--- config.mk ---
export PLATFORM = sky130hd
export DESIGN_NAME = ahb_bus_arbiter
export DESIGN_NICKNAME = d
export VERILOG_FILES = /design/src/rtl/ahb_arb_pkg.sv /design/src/rtl/rr_priority_picker.sv /design/src/rtl/ahb_bus_arbiter.sv
export SDC_FILE = /design/constraint.sdc
export NUM_CORES = 1
export LEC_CHECK = 0
export BUFFER_PORTS_ARGS = -buffer_cell sky130_fd_sc_hd__buf_2
export CAP_MARGIN = 20
export CORE_AREA = 2 2 56 58
export DETAILED_ROUTE_END_ITERATION = 8
export DIE_AREA = 0 0 58 60
export MAX_ROUTING_LAYER = met4
export PLACE_DENSITY = 0.68
export SETUP_SLACK_MARGIN = 0.3
export SYNTH_ARGS = -nofsm -noshare
export SYNTH_HDL_FRONTEND = slang
export SYNTH_SLANG_ARGS = --single-unit
--- constraint.sdc ---
create_clock -name HCLK -period 7.4 [get_ports HCLK]
set_input_delay 1.11 -clock HCLK [delete_from_list [all_inputs] [get_ports HCLK]]
set_output_delay 1.11 -clock HCLK [all_outputs]
set_load 0.01 [all_outputs]
--- src/rtl/ahb_arb_pkg.sv ---
// Shared encodings, state type and burst-length helper for the AHB bus arbiter.
// ARB_LOCK_EN adds the LOCKED state to the arbiter state type.
package ahb_arb_pkg;

  localparam int unsigned CNT_W = 4;

  localparam logic [1:0] HTRANS_IDLE   = 2'b00;
  localparam logic [1:0] HTRANS_BUSY   = 2'b01;
  localparam logic [1:0] HTRANS_NONSEQ = 2'b10;
  localparam logic [1:0] HTRANS_SEQ    = 2'b11;

  localparam logic [2:0] HBURST_SINGLE = 3'd0;
  localparam logic [2:0] HBURST_INCR   = 3'd1;
  localparam logic [2:0] HBURST_WRAP4  = 3'd2;
  localparam logic [2:0] HBURST_INCR4  = 3'd3;
  localparam logic [2:0] HBURST_WRAP8  = 3'd4;
  localparam logic [2:0] HBURST_INCR8  = 3'd5;
  localparam logic [2:0] HBURST_WRAP16 = 3'd6;
  localparam logic [2:0] HBURST_INCR16 = 3'd7;

  localparam logic [1:0] HRESP_ERROR = 2'b01;

  typedef enum logic [1:0] {
    ST_OPEN,
    ST_BURST
`ifdef ARB_LOCK_EN
    ,
    ST_LOCKED
`endif
  } arb_state_e;

  // Beats remaining after the NONSEQ of a fixed-length burst; 0 for SINGLE/INCR.
  function automatic logic [CNT_W-1:0] burst_beats_m1(input logic [2:0] hburst);
    logic [CNT_W-1:0] v_len;
    v_len = '0;
    case (hburst)
      HBURST_WRAP4,  HBURST_INCR4:  v_len = CNT_W'(3);
      HBURST_WRAP8,  HBURST_INCR8:  v_len = CNT_W'(7);
      HBURST_WRAP16, HBURST_INCR16: v_len = CNT_W'(15);
      default:                      v_len = '0;
    endcase
    return v_len;
  endfunction

  function automatic logic is_fixed_burst(input logic [2:0] hburst);
    return (burst_beats_m1(hburst) != '0);
  endfunction

endpackage

--- src/rtl/rr_priority_picker.sv ---
// Combinational round-robin search: first requester after i_ptr, wrapping at N.
module rr_priority_picker #(
  parameter int unsigned N = 4,
  localparam int unsigned IW = $clog2(N)
) (
  input  logic [N-1:0]  i_req,
  input  logic [IW-1:0] i_ptr,
  output logic [N-1:0]  o_gnt_c,
  output logic [IW-1:0] o_idx_c,
  output logic          o_valid_c
);

  always_comb begin
    logic [IW-1:0] w_cand;
    w_cand    = '0;
    o_gnt_c   = '0;
    o_idx_c   = '0;
    o_valid_c = 1'b0;
    // Candidates ordered ptr+1 .. ptr+N; the last one is the pointer itself.
    for (int unsigned k = 1; k <= N; k++) begin
      w_cand = IW'((32'(i_ptr) + k) % N);
      if (!o_valid_c && i_req[w_cand]) begin
        o_gnt_c[w_cand] = 1'b1;
        o_idx_c         = w_cand;
        o_valid_c       = 1'b1;
      end
    end
  end

endmodule

--- src/rtl/ahb_bus_arbiter.sv ---
// Round-robin AHB-Lite arbiter with fixed-burst hold in front of the APB bridge.
// ARB_LOCK_EN enables HLOCK handling and the LOCKED state; otherwise HMASTLOCK is 0.
module ahb_bus_arbiter
  import ahb_arb_pkg::*;
#(
  parameter int unsigned NUM_MASTERS    = 4,
  parameter int unsigned DEFAULT_MASTER = 0,
  localparam int unsigned IW = $clog2(NUM_MASTERS)
) (
  input  logic                   HCLK,
  input  logic                   HRESETn,
  input  logic [NUM_MASTERS-1:0] HBUSREQ,
  input  logic [NUM_MASTERS-1:0] HLOCK,
  input  logic [1:0]             HTRANS,
  input  logic [2:0]             HBURST,
  input  logic                   HREADY,
  input  logic [1:0]             HRESP,
  output logic [NUM_MASTERS-1:0] HGRANT,
  output logic [IW-1:0]          HMASTER,
  output logic                   HMASTLOCK
);

  localparam logic [IW-1:0] DEF_IDX = IW'(DEFAULT_MASTER);
  localparam logic [NUM_MASTERS-1:0] DEF_GNT =
    {{(NUM_MASTERS-1){1'b0}}, 1'b1} << DEFAULT_MASTER;

  arb_state_e             r_state;
  logic [CNT_W-1:0]       r_cnt;
  logic [IW-1:0]          r_ptr;
  logic [NUM_MASTERS-1:0] r_grant;
  logic [IW-1:0]          r_hmaster;

  logic [NUM_MASTERS-1:0] w_pick_gnt;
  logic [IW-1:0]          w_pick_idx;
  logic                   w_pick_valid;
  logic [NUM_MASTERS-1:0] w_win_gnt;
  logic [IW-1:0]          w_win_idx;
  logic                   w_burst_start;
  logic                   w_arb;
  arb_state_e             w_arb_state;
  arb_state_e             w_err_state;

  rr_priority_picker #(
    .N (NUM_MASTERS)
  ) u_picker (
    .i_req     (HBUSREQ),
    .i_ptr     (r_ptr),
    .o_gnt_c   (w_pick_gnt),
    .o_idx_c   (w_pick_idx),
    .o_valid_c (w_pick_valid)
  );

  // Idle bus parks on the default master.
  assign w_win_gnt = w_pick_valid ? w_pick_gnt : DEF_GNT;
  assign w_win_idx = w_pick_valid ? w_pick_idx : DEF_IDX;

  assign w_burst_start = (HTRANS == HTRANS_NONSEQ) && is_fixed_burst(HBURST);

  // Which accepted transfers are arbitration points.
  always_comb begin
    w_arb = 1'b0;
    if (HREADY) begin
      case (r_state)
        ST_OPEN:  w_arb = !w_burst_start;
        ST_BURST: w_arb = ((HTRANS == HTRANS_SEQ) && (r_cnt == CNT_W'(1))) ||
                          (HTRANS == HTRANS_IDLE) || (HTRANS == HTRANS_NONSEQ);
        default:  w_arb = 1'b0;
      endcase
    end
  end

`ifdef ARB_LOCK_EN
  logic r_hmastlock;

  assign w_arb_state = HLOCK[w_win_idx] ? ST_LOCKED : ST_OPEN;
  assign w_err_state = ((r_state == ST_LOCKED) && HLOCK[r_ptr]) ? ST_LOCKED : ST_OPEN;
  assign HMASTLOCK   = r_hmastlock;

  always_ff @(posedge HCLK or negedge HRESETn) begin
    if (!HRESETn) begin
      r_hmastlock <= 1'b0;
    end else if (HREADY) begin
      r_hmastlock <= HLOCK[r_ptr];
    end
  end
`else
  logic w_unused_lock;

  assign w_arb_state   = ST_OPEN;
  assign w_err_state   = ST_OPEN;
  assign HMASTLOCK     = 1'b0;
  assign w_unused_lock = ^HLOCK;
`endif

  // Arbiter FSM, beat counter, grant and address-phase owner.
  always_ff @(posedge HCLK or negedge HRESETn) begin
    if (!HRESETn) begin
      r_state   <= ST_OPEN;
      r_cnt     <= '0;
      r_ptr     <= DEF_IDX;
      r_grant   <= DEF_GNT;
      r_hmaster <= DEF_IDX;
    end else if (!HREADY) begin
      if (HRESP == HRESP_ERROR) begin
        r_cnt   <= '0;
        r_state <= w_err_state;
      end
    end else begin
      r_hmaster <= r_ptr;
      if (w_arb) begin
        r_ptr   <= w_win_idx;
        r_grant <= w_win_gnt;
      end
      case (r_state)
        ST_OPEN: begin
          if (w_burst_start) begin
            r_state <= ST_BURST;
            r_cnt   <= burst_beats_m1(HBURST);
          end else begin
            r_state <= w_arb_state;
          end
        end
        ST_BURST: begin
          if (HTRANS == HTRANS_SEQ) begin
            r_cnt <= r_cnt - CNT_W'(1);
            if (r_cnt == CNT_W'(1)) begin
              r_state <= w_arb_state;
            end
          end else if (HTRANS != HTRANS_BUSY) begin
            r_cnt   <= '0;
            r_state <= w_arb_state;
          end
        end
`ifdef ARB_LOCK_EN
        ST_LOCKED: begin
          r_cnt <= '0;
          if (!HLOCK[r_ptr]) begin
            r_state <= ST_OPEN;
          end
        end
`endif
        default: begin
          r_cnt   <= '0;
          r_state <= ST_OPEN;
        end
      endcase
    end
  end

  assign HGRANT  = r_grant;
  assign HMASTER = r_hmaster;

endmodule

==> results of run 1 <==
## layout make-up
| cell class | instances | area, um2 | area share [%] |
|---|---|---|---|
| timing repair buffer | 18 | 90.1 | 6.35 |
| sequential | 13 | 327 | 23.0 |
| multi-input combinational | 105 | 888 | 62.7 |
| inverter | 12 | 45.0 | 3.18 |
| clock buffer | 4 | 26.3 | 1.85 |
| tap | 33 | 41.3 | 2.91 |
## logic make-up after synthesis
logic type	share of synthesized area, %
buf+inv	6.45
xor+xnor	1.35
mux	20.0
simple gates	15.9
fa+ha+maj	9.63
compound gates	21.2
other cells	0.289
flops	25.1
## cells in the mapped netlist, types with 3 or more instances
| master | count | area share [%] |
|---|---|---|
| o22ai_1 | 5 | 2.4 |
| clkbuf_1 | 4 | 1.2 |
| a21oi_1 | 5 | 1.9 |
| o21ai_0 | 5 | 1.9 |
| dfrtp_1 | 12 | 23 |
| a2111oi_2 | 3 | 3.5 |
| nand2b_1 | 8 | 3.9 |
| nor2_1 | 7 | 2.0 |
| nand2_1 | 9 | 2.6 |
| inv_1 | 11 | 3.2 |
| nor3_1 | 4 | 1.5 |
| mux2i_1 | 8 | 6.2 |
| and3_1 | 5 | 2.4 |
| mux2_2 | 5 | 4.3 |
| ha_1 | 10 | 9.6 |
| o2bb2ai_1 | 3 | 2.0 |
## placed cells by master (no fill, tap or decap), types with 7 or more instances in the layout
cell,synthesis,final
buf_2,1,18
dfrtp_1,12,12
inv_1,11,11
ha_1,10,10
nand2_1,9,9
nand2b_1,8,8
mux2i_1,8,8
nor2_1,7,7
## layer usage
| metal | vias to the layer above | part of all wire (%) | GRT usage, % |
|---|---|---|---|
| met1 | 522 | 45 | 21.1 |
| met4 | 0 | 0.46 | 3.99 |
| met2 | 19 | 51 | 29.1 |
| met3 | 2 | 3.2 | 3.25 |
| met5 | - | 0 | - |
| li1 | 539 | - | - |
## worst paths after layout
check,from,end,depth (start not counted)
min reg2reg,HGRANT[3],HGRANT[3],1
max in group asynchronous,HRESETn,HGRANT[0],1
min in group asynchronous,HRESETn,HGRANT[2],1
max reg2reg,r_ptr[0],HGRANT[1],7
max,r_ptr[0],HGRANT[1],7
min,HGRANT[3],HGRANT[3],1
## flip-flops by register name, summed over array words and instances, names as in the netlist
signal	count
r_ptr	2
r_cnt	4
HMASTER	2
r_state	1
HGRANT	4
## power breakdown
part / switching (mW) / total (mW) / internal, mW
sequential: 0.0466 / 0.147 / 0.101
clock: 0.0225 / 0.0434 / 0.0209
combinational: 0.177 / 0.336 / 0.159
==> summary.txt, run 1 <==
Outcome
  • Status: completed

Pwr
  • Pwr/cell area: 371 nW/um2
  • Worst vdd ir: 262 uV
  • Total Power: 0.526 mW
  • Leakage Power: 0.658 nW

Floorplan
  • Die Y: 60 um
  • Core area: 2900 um2
  • Rows: 20
  • Full die area: 3480 um2
  • Initial Util: 44.7%
  • # IOs: 25
  • Die extent in x: 58 um

Timing
  • Final worst clock skew: 0.00280 ns
  • RSZ-0062 raised after global routing: no
  • Final Hold Viols: 0
  • Worst Hold Margin: 0.516 ns
  • Tightest Pin Transition: 0.831 ns
  • Final slew viol count: 0
  • Highest clock rate: 317 MHz
  • Fin crit period: 3.16 ns
  • Setup TNS Final: 0 ns
  • Final-report setup violation count: 0
  • Tcrit/Tclk final: 42.7%
  • Setup ws final: 4.24 ns
  • Max-slew headroom: 44.6%

Place
  • Post-DP HPWL: 1980 um
  • Cell area after placement: 1390 um2
  • Place WS: 4.24 ns
  • Port Buffers: 18
  • Routability cong.: 0.793
  • Post-Place Cells: 181

Global routing
  • Initial antenna violation count: 0
  • GRT Total Usage: 17.1%
  • First-pass GRT wire length: 4450 um
  • Largest net degree at the start of global routing: 25
  • Vias in the first global route: 1006
  • Overflow after GRT: 0

Detailed routing
  • DR vias: 1082
  • Routed vias/inst: 5.85
  • Post-DR wirelength/cell: 14.0 um
  • DR pass1 iterations: 4
  • Initial DRC Count: 40
  • Post-route DRC: 0
  • Antenna Nets Post-Route: 0
  • Routed WL: 2590 um

Clock network
  • CTS sink cnt: 13
  • Hold Buf Count CTS: 0
  • CTS tree: done
  • Clk buf depth: 2
  • Cts repair resizes: 0
  • Clock-pin transition on the worst setup and hold timing paths: 0.08 ns
  • CTS Buf Count: 3
  • Clk root buf: clkbuf_4
  • Max H-tree Level: 1
  • Post-CTS setup buffer count: 0
  • Worst-Skew Late Latency: 0.27 ns

Synth
  • Post-synth EDFFs: 0
  • Ys Warns: 0
  • Post-synthesis area per instance: 9.48 um2
  • Flops & latches, synth: 13
  • Post-Synthesis Net Count: 165
  • Post-Syn Instances: 137
  • FFs w/ async S/R, synth: 100%
  • Cell variety after synth: 44
  • Syn Std Cell Area: 1300 um2
  • Seq/Total Area, Yosys: 25.1%
  • Most used DFF post-synth: dfrtp_1

Critical path
  • Worst-path fanout max: 24
  • Slowest CP cell: dfrtp_1
  • WP data required: 7.56 ns
  • Crit path capture type: flop
  • Crit-path cells: inv_1, ha_1, mux2i_1, o22ai_1, a2111oi_2, o2bb2ai_1, mux2_2
  • CP top delay family: flip-flops
  • R2R Setup Slk: 4.24 ns
  • CP max stage delay: 0.89 ns
  • Setup crit start kind: flop
  • Worst path arrival time: 3.32 ns
  • CP Class: reg2reg
  • Buf/Inv on CP: 1

Final layout
  • Fin area: 1420 um2
  • Area growth, synth to finish: 9.15%
  • Fill cells: 280
  • Layout cell share with drive strength beyond 1: 25.0%
  • Final Util: 48.8%
  • Net count, final: 181
  • Non-filler cells, final: 185
  • Number of diodes: 0

Job
  • Max-cap violations: 0

Worst hold path
  • Hold WC Path Type: reg2reg
No activity file was read; power rests on OpenSTA's default activity.
==> run 2: changes to the inputs <==
- PLACE_DENSITY: 0.68 -> 0.7
- clock period: 7.4 -> 2.7 ns (I/O delays scaled with it)
==> run 2 against run 1 <==
The flow now finishes with violations (negative hold slack). Global-route usage up 0.62 points. Critical path depth unchanged. Maximum frequency up 38%. Clock-buffer cell count down 1. Critical endpoint unchanged. Cell count up 1.1%. Worst hold slack worse by 0.52 ns. Combinational power rose to 3.3 times the previous value. Design area up 4.4%.
==> summary.txt, run 2 (synthesis gave the netlist of run 1 again) <==
Outcome
  • Status: complete, but fails checks (was completed)
  • Failing checks: negative hold slack

Critical path
  • Worst-path fanout max: 6 (was 24)
  • Reg-to-Reg Start: r_ptr[1] (was r_ptr[0])
  • CP max stage delay: 0.48 ns (was 0.89 ns)
  • Worst path arrival time: 2.51 ns (was 3.32 ns)
  • Slowest CP cell: ha_2 (was dfrtp_1)
  • Crit-path cells: inv_1, ha_2, mux4_1, nand2b_1, nor3b_4, o2bb2ai_1, mux2_2 (was inv_1, ha_1, mux2i_1, o22ai_1, a2111oi_2, o2bb2ai_1, mux2_2)
  • Reg2Reg Capture Point: HGRANT[1] (unchanged)
  • R2R Setup Slk: 0.41 ns (was 4.24 ns)
  • CP Class: reg2reg (unchanged)
  • WP data required: 2.92 ns (was 7.56 ns)
  • Crit path capture type: flop (unchanged)
  • Reg2Reg Depth: 7 (unchanged)
  • Setup crit start kind: flop (unchanged)

Detailed routing
  • Post-DR wirelength/cell: 15.0 um (was 14.0 um)
  • DR vias: 1122 (was 1082)
  • DR pass1 iterations: 4 (unchanged)
  • Initial DRC Count: 32 (was 40)
  • Routed WL: 2800 um (was 2590 um)
  • Antenna Nets Post-Route: 0 (unchanged)
  • Post-route DRC: 0 (unchanged)
  • Routed vias/inst: 6.00 (was 5.85)

Final layout
  • Area occupied by multi-input gates: 935 um2 (was 888 um2)
  • Area growth, synth to finish: 14.0% (was 9.15%)
  • Layout cell share with drive strength beyond 1: 31.2% (was 25.0%)
  • Storage cell area: 327 um2 (unchanged)
  • Final Util: 51.0% (was 48.8%)
  • Fill cells: 281 (was 280)
  • Commonest non-fill, non-tap cell in the layout: buf_2 (unchanged)
  • Number of diodes: 0 (unchanged)
  • Commonest cells after routing, fill and taps aside: 18 x buf_2, 12 x dfrtp_1, 10 x inv_1 (was 18 x buf_2, 12 x dfrtp_1, 11 x inv_1)
  • Net count, final: 183 (was 181)

Global routing
  • Largest net degree at the start of global routing: 24 (was 25)
  • Initial antenna violation count: 0 (unchanged)
  • GRT Total Usage: 17.7% (was 17.1%)
  • Overflow after GRT: 0 (unchanged)
  • Vias in the first global route: 1072 (was 1006)
  • First-pass GRT wire length: 4670 um (was 4450 um)

Clock network
  • Clock-pin transition on the worst setup and hold timing paths: 0.08 ns (about the same)
  • Worst-Skew Late Latency: 0.28 ns (was 0.27 ns)
  • CTS Buf Count: 3 (unchanged)
  • CTS tree: done (unchanged)
  • Clk root buf: clkbuf_4 (unchanged)
  • CTS sink cnt: 13 (unchanged)
  • Clk buf depth: 2 (unchanged)
  • Cts repair resizes: 0 (unchanged)
  • Hold Buf Count CTS: 0 (unchanged)
  • Max H-tree Level: 1 (unchanged)
  • Post-CTS setup buffer count: 0 (unchanged)

Floorplan
  • Rows: 20 (unchanged)
  • Core area: 2900 um2 (unchanged)
  • Initial Util: 44.7% (unchanged)
  • Full die area: 3480 um2 (unchanged)
  • Die Y: 60 um (unchanged)
  • # IOs: 25 (unchanged)
  • Die extent in x: 58 um (unchanged)

Timing
  • Highest clock rate: 437 MHz (was 317 MHz)
  • RSZ-0062 raised after global routing: no (unchanged)
  • Tightest Pin Transition: 0.546 ns (was 0.831 ns)
  • Tcrit/Tclk final: 84.8% (was 42.7%)
  • Final Hold Viols: 5 (was 0)
  • Final worst clock skew: 0.00143 ns (was 0.00280 ns)
  • Fin crit period: 2.29 ns (was 3.16 ns)
  • Worst Hold Margin: -0.00536 ns (was 0.516 ns)
  • Setup TNS Final: 0 ns (unchanged)
  • Final slew viol count: 0 (unchanged)
  • Final-report setup violation count: 0 (unchanged)
  • Max-slew headroom: 63.6% (was 44.6%)

Pwr
  • Power share of the combinational group: 71.2% (was 63.8%)
  • Worst vdd ir: 585 uV (was 262 uV)
  • Internal: 0.831 mW (was 0.281 mW)
  • Switch share: 46.5% (was 46.7%)
  • Leakage Power: 0.671 nW (was 0.658 nW)
  • Pwr/cell area: 1050 nW/um2 (was 371 nW/um2)
  • Flop pwr share: 20.9% (was 28.0%)
  • Switching power: 0.722 mW (was 0.246 mW)
  • Clock network fraction of design power: 7.8% (was 8.2%)

Place
  • Port Buffers: 18 (unchanged)
  • Routability cong.: 0.832 (was 0.793)
  • Post-DP HPWL: 2190 um (was 1980 um)

Worst hold path
  • Hold WC Path Type: in2async (was reg2reg)

Job
  • Max-cap violations: 0 (unchanged)
[run 2: how the worst max path moves through the flow]
stage	start	endpoint	slack, ns	cells past startpoint
after floorplan	r_ptr[0]	HGRANT[1]	0.31	10
after global placement	r_ptr[1]	HGRANT[2]	0.40	7
after detailed placement	r_ptr[1]	HGRANT[3]	0.34	7
after CTS	r_ptr[1]	HGRANT[3]	0.32	7
after global routing	r_ptr[1]	HGRANT[3]	0.30	7
final	r_ptr[1]	HGRANT[1]	0.41	7
[run 2: worst max-delay path: cells and delay by family (launching register included)]
kind | cells | cell delay (ns)
flops | 1 | 0.36
fa+ha+maj | 1 | 0.48
mux | 2 | 0.57
simple gates | 2 | 0.54
buf+inv | 1 | 0.12
compound gates | 1 | 0.16
[run 2: routing by layer]
metal	vias up	share of wire (%)	global-route usage (%)
li1	542	-	-
met1	544	43	20.5
met3	6	4.1	1.52
met4	0	1.6	7.64
met5	-	0	-
met2	30	51	31.5
[run 2: layout make-up]
type / instances / share of cell area [%]
clock buffer: 3 / 1.52
clock inverter: 1 / 0.338
timing repair buffer: 20 / 7.10
inverter: 12 / 3.04
sequential: 13 / 22.1
tap: 33 / 2.79
multi-input combinational: 105 / 63.1
[run 2: per-stage QoR]
stage          power, mW  worst slack [ns]  instances  instance area, um2  hold WS [ns]
4_1_cts             1.55             0.321        187                1480       0.00667
6_report            1.55             0.410        187                1480      -0.00536
2_1_floorplan       1.24             0.306        137                1360         0.109
3_3_place_gp        1.39             0.400        183                1450         0.302
5_1_grt             1.67             0.303        187                1480        0.0220
3_5_place_dp        1.43             0.335        183                1450         0.311
[run 2: power by group through the flow]
stage                     clock [mW]  sequential, mW  combinational (mW)
after floorplan                    0           0.356               0.887
after global placement             0           0.324                1.07
after detailed placement           0           0.330                1.10
after CTS                      0.123           0.325                1.10
after global routing           0.132           0.332                1.21
final                          0.122           0.325                1.11
==> run 3: changes to the inputs <==
- PLACE_DENSITY: 0.7 -> 0.68
- clock period: 2.7 -> 2.2 ns (I/O delays scaled with it)
==> run 3 against run 2 <==
The flow now finishes without violations. Clock skew about the same. Design area increased by 12%. Clock power increased by 16%. Global-route usage increased by 1.3 points. Critical path type unchanged. Largest power group unchanged.
==> summary.txt, run 3 (synthesis gave the netlist of run 1 again) <==
Global routing
  • M3 GR Usage: 2.38% (was 1.52%)
  • Initial antenna violation count: 0 (unchanged)
  • Vias in the first global route: 1090 (was 1072)
  • Grt peak-use layer: met2 (unchanged)
  • GRT Total Usage: 19.0% (was 17.7%)
  • Global-route track usage on met1: 25.2% (was 20.5%)
  • Overflow after GRT: 0 (unchanged)
  • Largest net degree at the start of global routing: 23 (was 24)
  • Met2 GRT Util: 30.4% (was 31.5%)
  • First-pass GRT wire length: 4960 um (was 4670 um)

Timing
  • Final-report setup violation count: 0 (unchanged)
  • Highest clock rate: 484 MHz (was 437 MHz)
  • Setup TNS Final: 0 ns (unchanged)
  • Fin crit period: 2.07 ns (was 2.29 ns)
  • Final slew viol count: 0 (unchanged)
  • Final Hold Viols: 0 (was 5)
  • Tightest Pin Transition: 0.558 ns (was 0.546 ns)
  • RSZ-0062 raised after global routing: yes (was no)
  • Final worst clock skew: 0.00107 ns (was 0.00143 ns)
  • Tcrit/Tclk final: 94.0% (was 84.8%)
  • Max-slew headroom: 62.8% (was 63.6%)

Floorplan
  • Initial Util: 44.7% (unchanged)
  • Rows: 20 (unchanged)
  • Core area: 2900 um2 (unchanged)
  • Die Y: 60 um (unchanged)
  • Die extent in x: 58 um (unchanged)
  • Full die area: 3480 um2 (unchanged)
  • # IOs: 25 (unchanged)

Final layout
  • Area growth, synth to finish: 27.6% (was 14.0%)
  • Non-filler cells, final: 200 (was 187)
  • Commonest cells after routing, fill and taps aside: 18 x buf_2, 12 x buf_4, 11 x dfrtp_1 (was 18 x buf_2, 12 x dfrtp_1, 10 x inv_1)
  • Commonest non-fill, non-tap cell in the layout: buf_2 (unchanged)
  • Layout cell share with drive strength beyond 1: 38.3% (was 31.2%)
  • Final Util: 57.1% (was 51.0%)
  • Fill cells: 255 (was 281)
  • Fin area: 1660 um2 (was 1480 um2)
  • Net count, final: 196 (was 183)
  • Number of diodes: 0 (unchanged)

Clock network
  • Clk root buf: clkbuf_4 (unchanged)
  • Max H-tree Level: 1 (unchanged)
  • Worst-Skew Late Latency: 0.26 ns (was 0.28 ns)
  • CTS sink cnt: 13 (unchanged)
  • CTS tree: done (unchanged)
  • Clk buf depth: 2 (unchanged)
  • Clock-pin transition on the worst setup and hold timing paths: 0.07 ns (was 0.08 ns)
  • CTS Buf Count: 3 (unchanged)

Pwr
  • Worst vdd ir: 912 uV (was 585 uV)
  • Total Power: 2.30 mW (was 1.55 mW)
  • Pwr/cell area: 1390 nW/um2 (was 1050 nW/um2)
  • Leakage Power: 0.746 nW (was 0.671 nW)

Job
  • Max-cap violations: 0 (unchanged)

Detailed routing
  • Routed WL: 2960 um (was 2800 um)
  • Post-route DRC: 0 (unchanged)
  • Routed vias/inst: 5.81 (was 6.00)
  • Initial DRC Count: 63 (was 32)
  • DR vias: 1161 (was 1122)
  • Post-DR wirelength/cell: 14.8 um (was 15.0 um)
  • DR pass1 iterations: 4 (unchanged)
  • Antenna Nets Post-Route: 0 (unchanged)

Worst hold path
  • Hold WC Path Type: in2reg (was in2async)

Place
  • Post-DP HPWL: 2070 um (was 2190 um)
  • Port Buffers: 18 (unchanged)
  • Cell area after placement: 1490 um2 (was 1450 um2)
  • Routability cong.: 0.846 (was 0.832)
  • Post-Place Cells: 183 (unchanged)

Critical path
  • Worst-path fanout max: 22 (was 6)
  • Buf/Inv on CP: 1 (unchanged)
  • Setup crit start kind: flop (unchanged)
  • Crit-path cells: buf_12, mux4_2, nand2b_4, nor3b_4, o2bb2ai_1, mux2_2 (was inv_1, ha_2, mux4_1, nand2b_1, nor3b_4, o2bb2ai_1, mux2_2)
  • Worst path arrival time: 2.28 ns (was 2.51 ns)
  • Slowest CP cell: mux4_2 (was ha_2)
  • WP data required: 2.41 ns (was 2.92 ns)
  • Crit path capture type: flop (unchanged)
  • CP top delay family: multiplexers (unchanged)
  • CP Class: reg2reg (unchanged)
  • CP max stage delay: 0.56 ns (was 0.48 ns)

Outcome
  • Status: completed (was complete, but fails checks)
==> run 3: cell count changes in the layout (fill, tap and decap cells not counted), moves of 2 or more <==
cell,before,now
o21ai_0,5,3
buf_4,2,12
a2111oi_4,0,2
a2111oi_2,3,1
mux4_2,2,4
o21ai_1,0,2
==> run 3: final cells by class <==
cell class,count,area [um2],area share [%]
multi-input cells,106,1000,60.3
flip-flops and latches,13,328,19.8
repair buffers,32,210,12.7
inverters,12,52.6,3.17
well taps,33,41.3,2.49
clock buffers,4,26.3,1.58
==> run 3: per-layer routing <==
metal	share of wire (%)	wire length [um]
met1	46	1360
met4	0.58	17
met3	4.9	145
met2	48	1430
met5	0	0
==> run 3: power by group <==
group / leakage, nW / internal (mW) / switching, mW
clock: 0.0150 / 0.0701 / 0.0710
combinational: 0.571 / 0.874 / 0.862
sequential: 0.160 / 0.342 / 0.0770
==> run 3: final timing paths <==
check / from / endpoint / slack, ns / cells after the start
max: r_ptr[0] / HGRANT[3] / 0.13 / 6
min: HTRANS[1] / r_state[0] / 0.38 / 3
max reg2reg: r_ptr[0] / HGRANT[3] / 0.13 / 6
min reg2reg: HGRANT[3] / HGRANT[3] / 0.51 / 1
max in group asynchronous: HRESETn / HGRANT[0] / 1.45 / 2
min in group asynchronous: HRESETn / r_cnt[0] / 0.47 / 2
==> run 3: worst min-delay path, delay by kind of cell <==
kind,cells,cell delay (ns)
AOI/OAI and AO/OA,1,0.07
buffers and inverters,1,0.12
and+or+nand+nor,1,0.09
==> run 3: stage by stage <==
stage	setup slack [ns]	hold WS [ns]
detailed placement	0.0902	0.226
floorplan	-0.0549	0.0344
global route	0.0418	0.380
CTS	0.129	0.361
finish	0.132	0.377
global placement	0.0954	0.225
==> run 3: repair_timing <==
item | CTS | global route
pin swaps | 2 | 2
setup endpoints to repair | 5 | 6
hold buffers | 1 | 0
resized for setup | 1 | 3
buffers inserted | 8 | 3
cloned | 1 | 0
hold endpoints to repair | 12 | 0
